==> config.mk <==
export PLATFORM = sky130hd
export DESIGN_NAME = countdown_arbiter
export DESIGN_NICKNAME = d
export VERILOG_FILES = /design/src/rtl/countdown_arbiter.sv
export SDC_FILE = /design/constraint.sdc
export NUM_CORES = 1
export LEC_CHECK = 0
export ABC_AREA = 0
export CORE_AREA = 4 4 58 60
export CTS_CLUSTER_SIZE = 40
export DETAILED_ROUTE_END_ITERATION = 10
export DIE_AREA = 0 0 62 64
export MAX_ROUTING_LAYER = met4
export PLACE_DENSITY = 0.82
export REMOVE_ABC_BUFFERS = 1
export SYNTH_ARGS = -nofsm -noshare
export SYNTH_HDL_FRONTEND = slang
export SYNTH_SLANG_ARGS = --single-unit
==> constraint.sdc <==
create_clock -name clk -period 3.45 [get_ports clk]
set_input_delay 0.69 -clock clk [delete_from_list [all_inputs] [get_ports clk]]
set_output_delay 0.69 -clock clk [all_outputs]
set_load 0.005 [all_outputs]
==> src/rtl/countdown_arbiter.sv <==
// countdown_arbiter
//
// Shares one down-counter among N_REQ requesters. Idle requesters are
// arbitrated round-robin; the winner's start value is loaded and counted
// down one step per clock to zero. A one-cycle done pulse is then returned
// to the owner and the counter is freed.
//
// Build option:
//   COUNTDOWN_ARB_FIXED_PRIO_EN  when defined, the lowest-index requester
//                                always wins and no round-robin pointer is
//                                kept. When undefined (default), the search
//                                starts one past the previous owner.
//
// Ports:
//   clk        in   clock, rising edge
//   rst        in   synchronous reset, active-high
//   req        in   [N_REQ]        request level per requester, held until done
//   load_val   in   [N_REQ*WIDTH]  start value per requester, slice i at i*WIDTH
//   grant      out  [N_REQ]        one-hot owner of the counter, zero when free
//   done       out  [N_REQ]        one-cycle completion pulse to the owner
//   ready      out  1              counter free (IDLE)
//   active_id  out  [ID_W]         current owner, or last owner when idle
//   q          out  [WIDTH]        current count value
//
// Handshake: a requester raises req[i] and keeps it high. While the counter
// is busy only the owner's req bit is looked at; dropping it before done
// aborts the count without a done pulse. done[i] is asserted for exactly one
// cycle, always together with grant[i], and grant clears the cycle after.
// The FSM state is kept in the signal `state` for probing.

module countdown_arbiter #(
  parameter int  N_REQ = 4,
  parameter int  WIDTH = 5,
  localparam int ID_W  = $clog2(N_REQ)
) (
  input  logic                   clk,
  input  logic                   rst,
  input  logic [N_REQ-1:0]       req,
  input  logic [N_REQ*WIDTH-1:0] load_val,
  output logic [N_REQ-1:0]       grant,
  output logic [N_REQ-1:0]       done,
  output logic                   ready,
  output logic [ID_W-1:0]        active_id,
  output logic [WIDTH-1:0]       q
);

  typedef enum logic [1:0] {
    S_IDLE  = 2'd0,
    S_COUNT = 2'd1,
    S_DONE  = 2'd2
  } state_t;

  state_t state;

  logic [ID_W-1:0]  search_base;
  logic             win_found;
  logic [ID_W-1:0]  win_id;
  logic [N_REQ-1:0] win_onehot;
  logic [WIDTH-1:0] win_load;
  int               cand;

`ifdef COUNTDOWN_ARB_FIXED_PRIO_EN
  // Fixed priority: the search always begins at requester 0.
  assign search_base = '0;
`else
  // Round-robin: the search begins one past the most recent owner.
  logic [ID_W-1:0] rr_ptr;
  assign search_base = rr_ptr;

  function automatic logic [ID_W-1:0] next_idx(input logic [ID_W-1:0] id);
    if (int'(id) == N_REQ - 1) return '0;
    return id + 1'b1;
  endfunction
`endif

  // First set req bit scanning search_base, search_base+1, ... mod N_REQ.
  always_comb begin
    win_found = 1'b0;
    win_id    = '0;
    cand      = 0;
    for (int i = 0; i < N_REQ; i++) begin
      cand = int'(search_base) + i;
      if (cand >= N_REQ) cand = cand - N_REQ;
      if (!win_found && req[cand]) begin
        win_found = 1'b1;
        win_id    = cand[ID_W-1:0];
      end
    end
  end

  always_comb begin
    win_onehot         = '0;
    win_onehot[win_id] = 1'b1;
  end

  assign win_load = load_val[int'(win_id)*WIDTH +: WIDTH];

  always_ff @(posedge clk) begin
    if (rst) begin
      state     <= S_IDLE;
      grant     <= '0;
      done      <= '0;
      ready     <= 1'b1;
      active_id <= '0;
      q         <= '0;
`ifndef COUNTDOWN_ARB_FIXED_PRIO_EN
      rr_ptr    <= '0;
`endif
    end else begin
      case (state)
        S_IDLE: begin
          // With no request, q simply keeps its last value.
          if (win_found) begin
            state     <= S_COUNT;
            grant     <= win_onehot;
            active_id <= win_id;
            q         <= win_load;
            ready     <= 1'b0;
          end
        end

        S_COUNT: begin
          // Abort beats reaching zero: a dropped request never sees done.
          if (!req[active_id]) begin
            state  <= S_IDLE;
            grant  <= '0;
            ready  <= 1'b1;
`ifndef COUNTDOWN_ARB_FIXED_PRIO_EN
            rr_ptr <= next_idx(active_id);
`endif
          end else if (q == '0) begin
            state <= S_DONE;
            // grant is already the owner's one-hot vector.
            done  <= grant;
          end else begin
            q <= q - 1'b1;
          end
        end

        S_DONE: begin
          state  <= S_IDLE;
          grant  <= '0;
          done   <= '0;
          ready  <= 1'b1;
`ifndef COUNTDOWN_ARB_FIXED_PRIO_EN
          rr_ptr <= next_idx(active_id);
`endif
        end

        default: begin
          state <= S_IDLE;
          grant <= '0;
          done  <= '0;
          ready <= 1'b1;
        end
      endcase
    end
  end

endmodule

Yosys cells after proc, flatten, opt, wreduce, memory -nomap -nowiden:

Cells that the tools add are included.

* register bits after elaboration: 20
* word-level logic and storage cells: 112

* reduce and logical (&&, ||, !) cells: 17
* bitwise logic cells: 1
* muxes and demuxes: 56
* magnitude comparators: 11
* multipliers: 1
* shift-type cells: 1
* equal/unequal tests: 9
* $add $sub $neg: 9

Operator list (number)
* < comparator 32 x 4 -> 1 bit (second input constant): 4
* two-way mux 32 bit: 4
* two-way mux 1 bit: 22
* two-way mux 2 bit: 11
* indexed part select 20 x 6 -> 5 bit: 1
* two-way mux 4 bit: 4
* one-hot mux 4 bit (2 select lines): 2
* two-way mux 5 bit: 3
* subtractor 3 x 3 -> 4 bit (second input constant): 3
* binary-select mux 1 bit (select 2 bit): 5
* inequality test 2 bit (second input constant): 5
* one-hot mux 5 bit (2 select lines): 1
* greater-or-equal comparator 3 bit (second input constant): 3
* one-hot mux 2 bit (2 select lines): 2
* AND reduction 2 bit: 4
* adder 2 x 2 -> 3 bit (second input constant): 2
* < comparator 2 x 3 -> 1 bit (second input constant): 2
* zero test 5 bit: 1
* multiplier 2 x 3 -> 5 bit (second input constant): 1
* subtractor 5 x 1 -> 5 bit (second input constant): 1
* == test 2 x 1 -> 1 bit (second input constant): 2
* logical AND 1 bit: 4
* AND reduction 4 bit: 1
* nonzero test 2 bit: 2
* 13 further kinds: 15

Longest topological paths before layout:

* depth in word-level cells: 21
* gate-level depth with buffers: 8

Least setup slack after synthesis:

No wires, ideal clock.

* kind: input to register
* from: in req[0]
* to: reg rr_ptr[0]
* cell stages on the path: 6
* path slack: 1.400 ns
* path buffers: 1
* library setup time: 0.071 ns
* arrival time: 1.980 ns
* path through: buf_2 -> mux4_2 -> nand2_2 -> nand2_2 -> or3_1 -> a21oi_1

* longest elaborated chain between the ends: 4

Ends and longest elaborated chain
* start: declaration: RTL line 38 `input logic [N_REQ-1:0] req,`
* binary-select mux 1 bit (select 2 bit): RTL line 124 `if (!req[active_id]) begin`
* two-way mux 1 bit (not written as such): RTL line 124
* inequality test 2 bit (no source line)
* AND reduction 2 bit (no source line)
* end signal: assignment: RTL line 129 `rr_ptr <= next_idx(active_id);`
* end signal: assignment: RTL line 146 `rr_ptr <= next_idx(active_id);`
* end: declaration: RTL line 67 `logic [ID_W-1:0] rr_ptr;`

Every way passes these cells. The select of a mux whose other input is x is not followed.
A chain may end at the register's enable or synchronous reset.

Final worst setup path:

* from: in req[1]
* to: reg q[3]

* longest elaborated chain between the ends: 17

Ends and longest elaborated chain
* binary-select mux 1 bit (select 2 bit): RTL line 84 `if (!win_found && req[cand]) begin`
* two-way mux 1 bit (not written as such) (2 in a row): RTL line 84
* two-way mux 1 bit: RTL line 84
* zero test 1 bit: RTL line 84
* logical AND 1 bit: RTL line 84
* two-way mux 1 bit: RTL line 84
* zero test 1 bit: RTL line 84
* logical AND 1 bit: RTL line 84
* two-way mux 1 bit: RTL line 84
* zero test 1 bit: RTL line 84
* logical AND 1 bit: RTL line 84
* two-way mux 2 bit: RTL line 84
* multiplier 2 x 3 -> 5 bit: RTL line 96 `assign win_load = load_val[int'(win_id)*WIDTH +: WIDTH];`
* indexed part select 20 x 6 -> 5 bit: RTL line 96
* two-way mux 5 bit: RTL line 113 `if (win_found) begin`
* one-hot mux 5 bit (2 select lines): RTL line 110 `case (state)`
* end signal: assignment: RTL line 117 `q <= win_load;`
* end signal: assignment: RTL line 136 `q <= q - 1'b1;`
* end: declaration: RTL line 44 `output logic [WIDTH-1:0] q`

Parallel ways exist; a longest one is shown, timed or not. The select of a mux whose other input is x is not followed.

==> out/metrics.cfg <==
[flow_run]
drv_cap = 0

[power]
power_mw = 1.19
clockPowerShare_pct = 12.0
leakagePower_nw = 0.696
pwr-share-seq_pct = 30.9
pwr_density_cell_nw_per_um2 = 658
switching_power_mw = 0.516
internal-power_mw = 0.674
p_comb_share_pct = 57.1
max-vdd-ir-drop_mv = 0.358
p_sw_share_pct = 43.4

[grt]
grt_max_degree = 23
grtUsageTotal_pct = 21.6
grt_pass1_vias = 1414
grt_overflow = 0
antenna_found_initial = 0
grt_first_pass_wirelength_microns = 6450

[sta]
fin_ws_ps = 980
fin_crit_sh_pct = 71.6
slew_violations = 0
period_needed_ps = 2470
setup_viol = 0
finalSetupTns_ps = 0
rsz0062_at_grt = false
fmax_ghz = 0.405
hold_viol_final = 0
skew_ps = 2.43
worst_slew_pin_slew_ps = 733
maxSlewHeadroom_pct = 51.1

[synth]
yosysWarnings = 0
yosys_most_used_dff = dfxtp_1
synth-seq-cells = 20
syn-cell-area_sq_um = 1370
synthDistinctLibCells = 47
syn_area_per_cell_sq_um = 8.23
syn-instance-count = 167
synth_edf_count = 0
synth.yosys.seq_area_share_pct = 29.1
synthArstFlopShare_pct = 0

[worst_setup_path]
required_ps = 3680
reg2reg_depth = 7
critPathCaptureType = register
start_kind = primary input
cp_max_fo = 11
crit_arrival_ps = 2700
r2r-start = state[1]
rrSetupSlack_ps = 1330
r2r-end = done[3]
worstSetupPathType = in2reg

[detailed_routing]
drt-initial-drc-count = 124
route.detailed.drc = 0
ant_nets = 0
drt-pass1-iter-count = 4
drt-total-wl_microns = 4000
wl_per_cell_microns = 17.0
via_count = 1454
via_per_inst = 6.16

[die]
chipHeight_microns = 64
ios = 42
die_w_microns = 62
core_sq_um = 2930
rows = 20
start_util_pct = 46.9
dieArea_sq_um = 3970

[final_layout]
fill_cells = 295
syn2layout_area_growth_pct = 31.6
drive_above_1_share_pct = 7.39
n_antenna_cell = 0
final_cell_area_sq_um = 1810
final_util_pct = 61.8
final_common_cell = clkdlybuf4s50_1
layout_common_cells = 41 x clkdlybuf4s50_1, 20 x dfxtp_1, 18 x a21oi_1
layout.nets = 234

[cts]
clock_path_buffers = 2
cts_tree = built
cts_resized = 0
insertion_delay_ps = 310
htree_levels = 1
post_cts_buffers = 0
cts-buffers-inserted = 3
cts.clk_slew.worst_paths_ps = 120
cts-root-buf = clkbuf_4
cts-hold-fix-buffers = 0
clock-sinks = 20

[status]
outcome = finished, final reports clean

[place]
place_area_sq_um = 1770
dp_slack_ps = 683
gp_congestion = 0.878
hpwl_microns = 3070
portBuffers = 41

[hold_path]
min_delay_path_depth = 1
min_from = ready
hold_end = ready
worst_hold_path_type = reg2reg

metrics by stage:
stage               std cells  hold WS, ps
finish                    236          490
global route              236          511
CTS                       236          490
detailed placement        232          460
global placement          232          450
floorplan                 157          460
power groups by stage:
stage	logic [mW]	registers (mW)	clock network (mW)
after floorplan	0.436	0.361	0
after global placement	0.662	0.368	0
after detailed placement	0.675	0.372	0
after CTS	0.679	0.367	0.146
after global routing	0.751	0.382	0.154
final	0.680	0.367	0.143
routing by layer:
layer  part of all wire (%)  up-vias  global-route usage, %  routed length (microns)
met5                      0        -                      -                        0
met4                    1.2        0                   5.57                       47
met3                    6.4        6                   2.22                      256
met2                     50       59                   36.5                     2010
met1                     42      695                   26.6                     1690
li1                       -      694                      -                        -
layout make-up:
class                      count  area [sq um]  share of cell area (%)
tap                           33          41.3                    2.28
sequential                    20           400                    22.1
inverter                       8          30.0                    1.66
clock buffer                   4          36.3                    2.01
multi-input combinational    129           882                    48.8
timing repair buffer          42           418                    23.1
logic make-up after synthesis:
kind of cell / share of synthesized area, %
AO/OA/AOI/OAI: 31.0
AND/OR/NAND/NOR: 19.9
flip-flops: 29.1
buffers and inverters: 6.65
multiplexers: 9.11
adder cells (fa/ha/maj): 3.64
XOR/XNOR: 0.638
worst max-delay path, cell delays in order:
cell and delay, ps:
clkdlybuf4s50_1 690, nor2b_1 120, a211oi_1 470, nor2_1 210
mux2_2 320, o32ai_2 190
synth_stat cells (all sizes together), types with 2 or more instances:
cell	number	area (sq um)
a211o	3	26.3
a21o	2	15.0
a21oi	18	90.1
a221oi	2	17.5
a22oi	2	15.0
a32o	2	20.0
a32oi	2	17.5
a41oi	2	25.0
buf	6	46.3
clkbuf	4	15.0
dfxtp	20	400
ha	4	50.1
inv	8	30.0
mux2	2	22.5
mux2i	8	80.1
nand2	12	50.1
nand2b	2	12.5
nand3	8	40.0
nor2	16	60.1
nor2b	3	18.8
nor3	4	20.0
nor4	2	12.5
o21a	2	15.0
o21ai	14	70.1
o32ai	2	25.0
or3	2	12.5
state kept, by name, indices dropped and copies added, names as in the netlist:
signal	count
state	2
done	4
q	5
active_id	2
ready	1
grant	4
rr_ptr	2
how the worst max path moves through the flow:
stage,startpoint,slack (ps),to
6_report,req[1],980,q[3]
5_1_grt,req[3],850,done[3]
4_1_cts,req[3],1010,done[3]
3_5_place_dp,req[3],680,done[3]
3_3_place_gp,req[3],710,q[1]
2_1_floorplan,req[3],1540,rr_ptr[0]
Note: power is estimated with default switching activity, not from simulation.
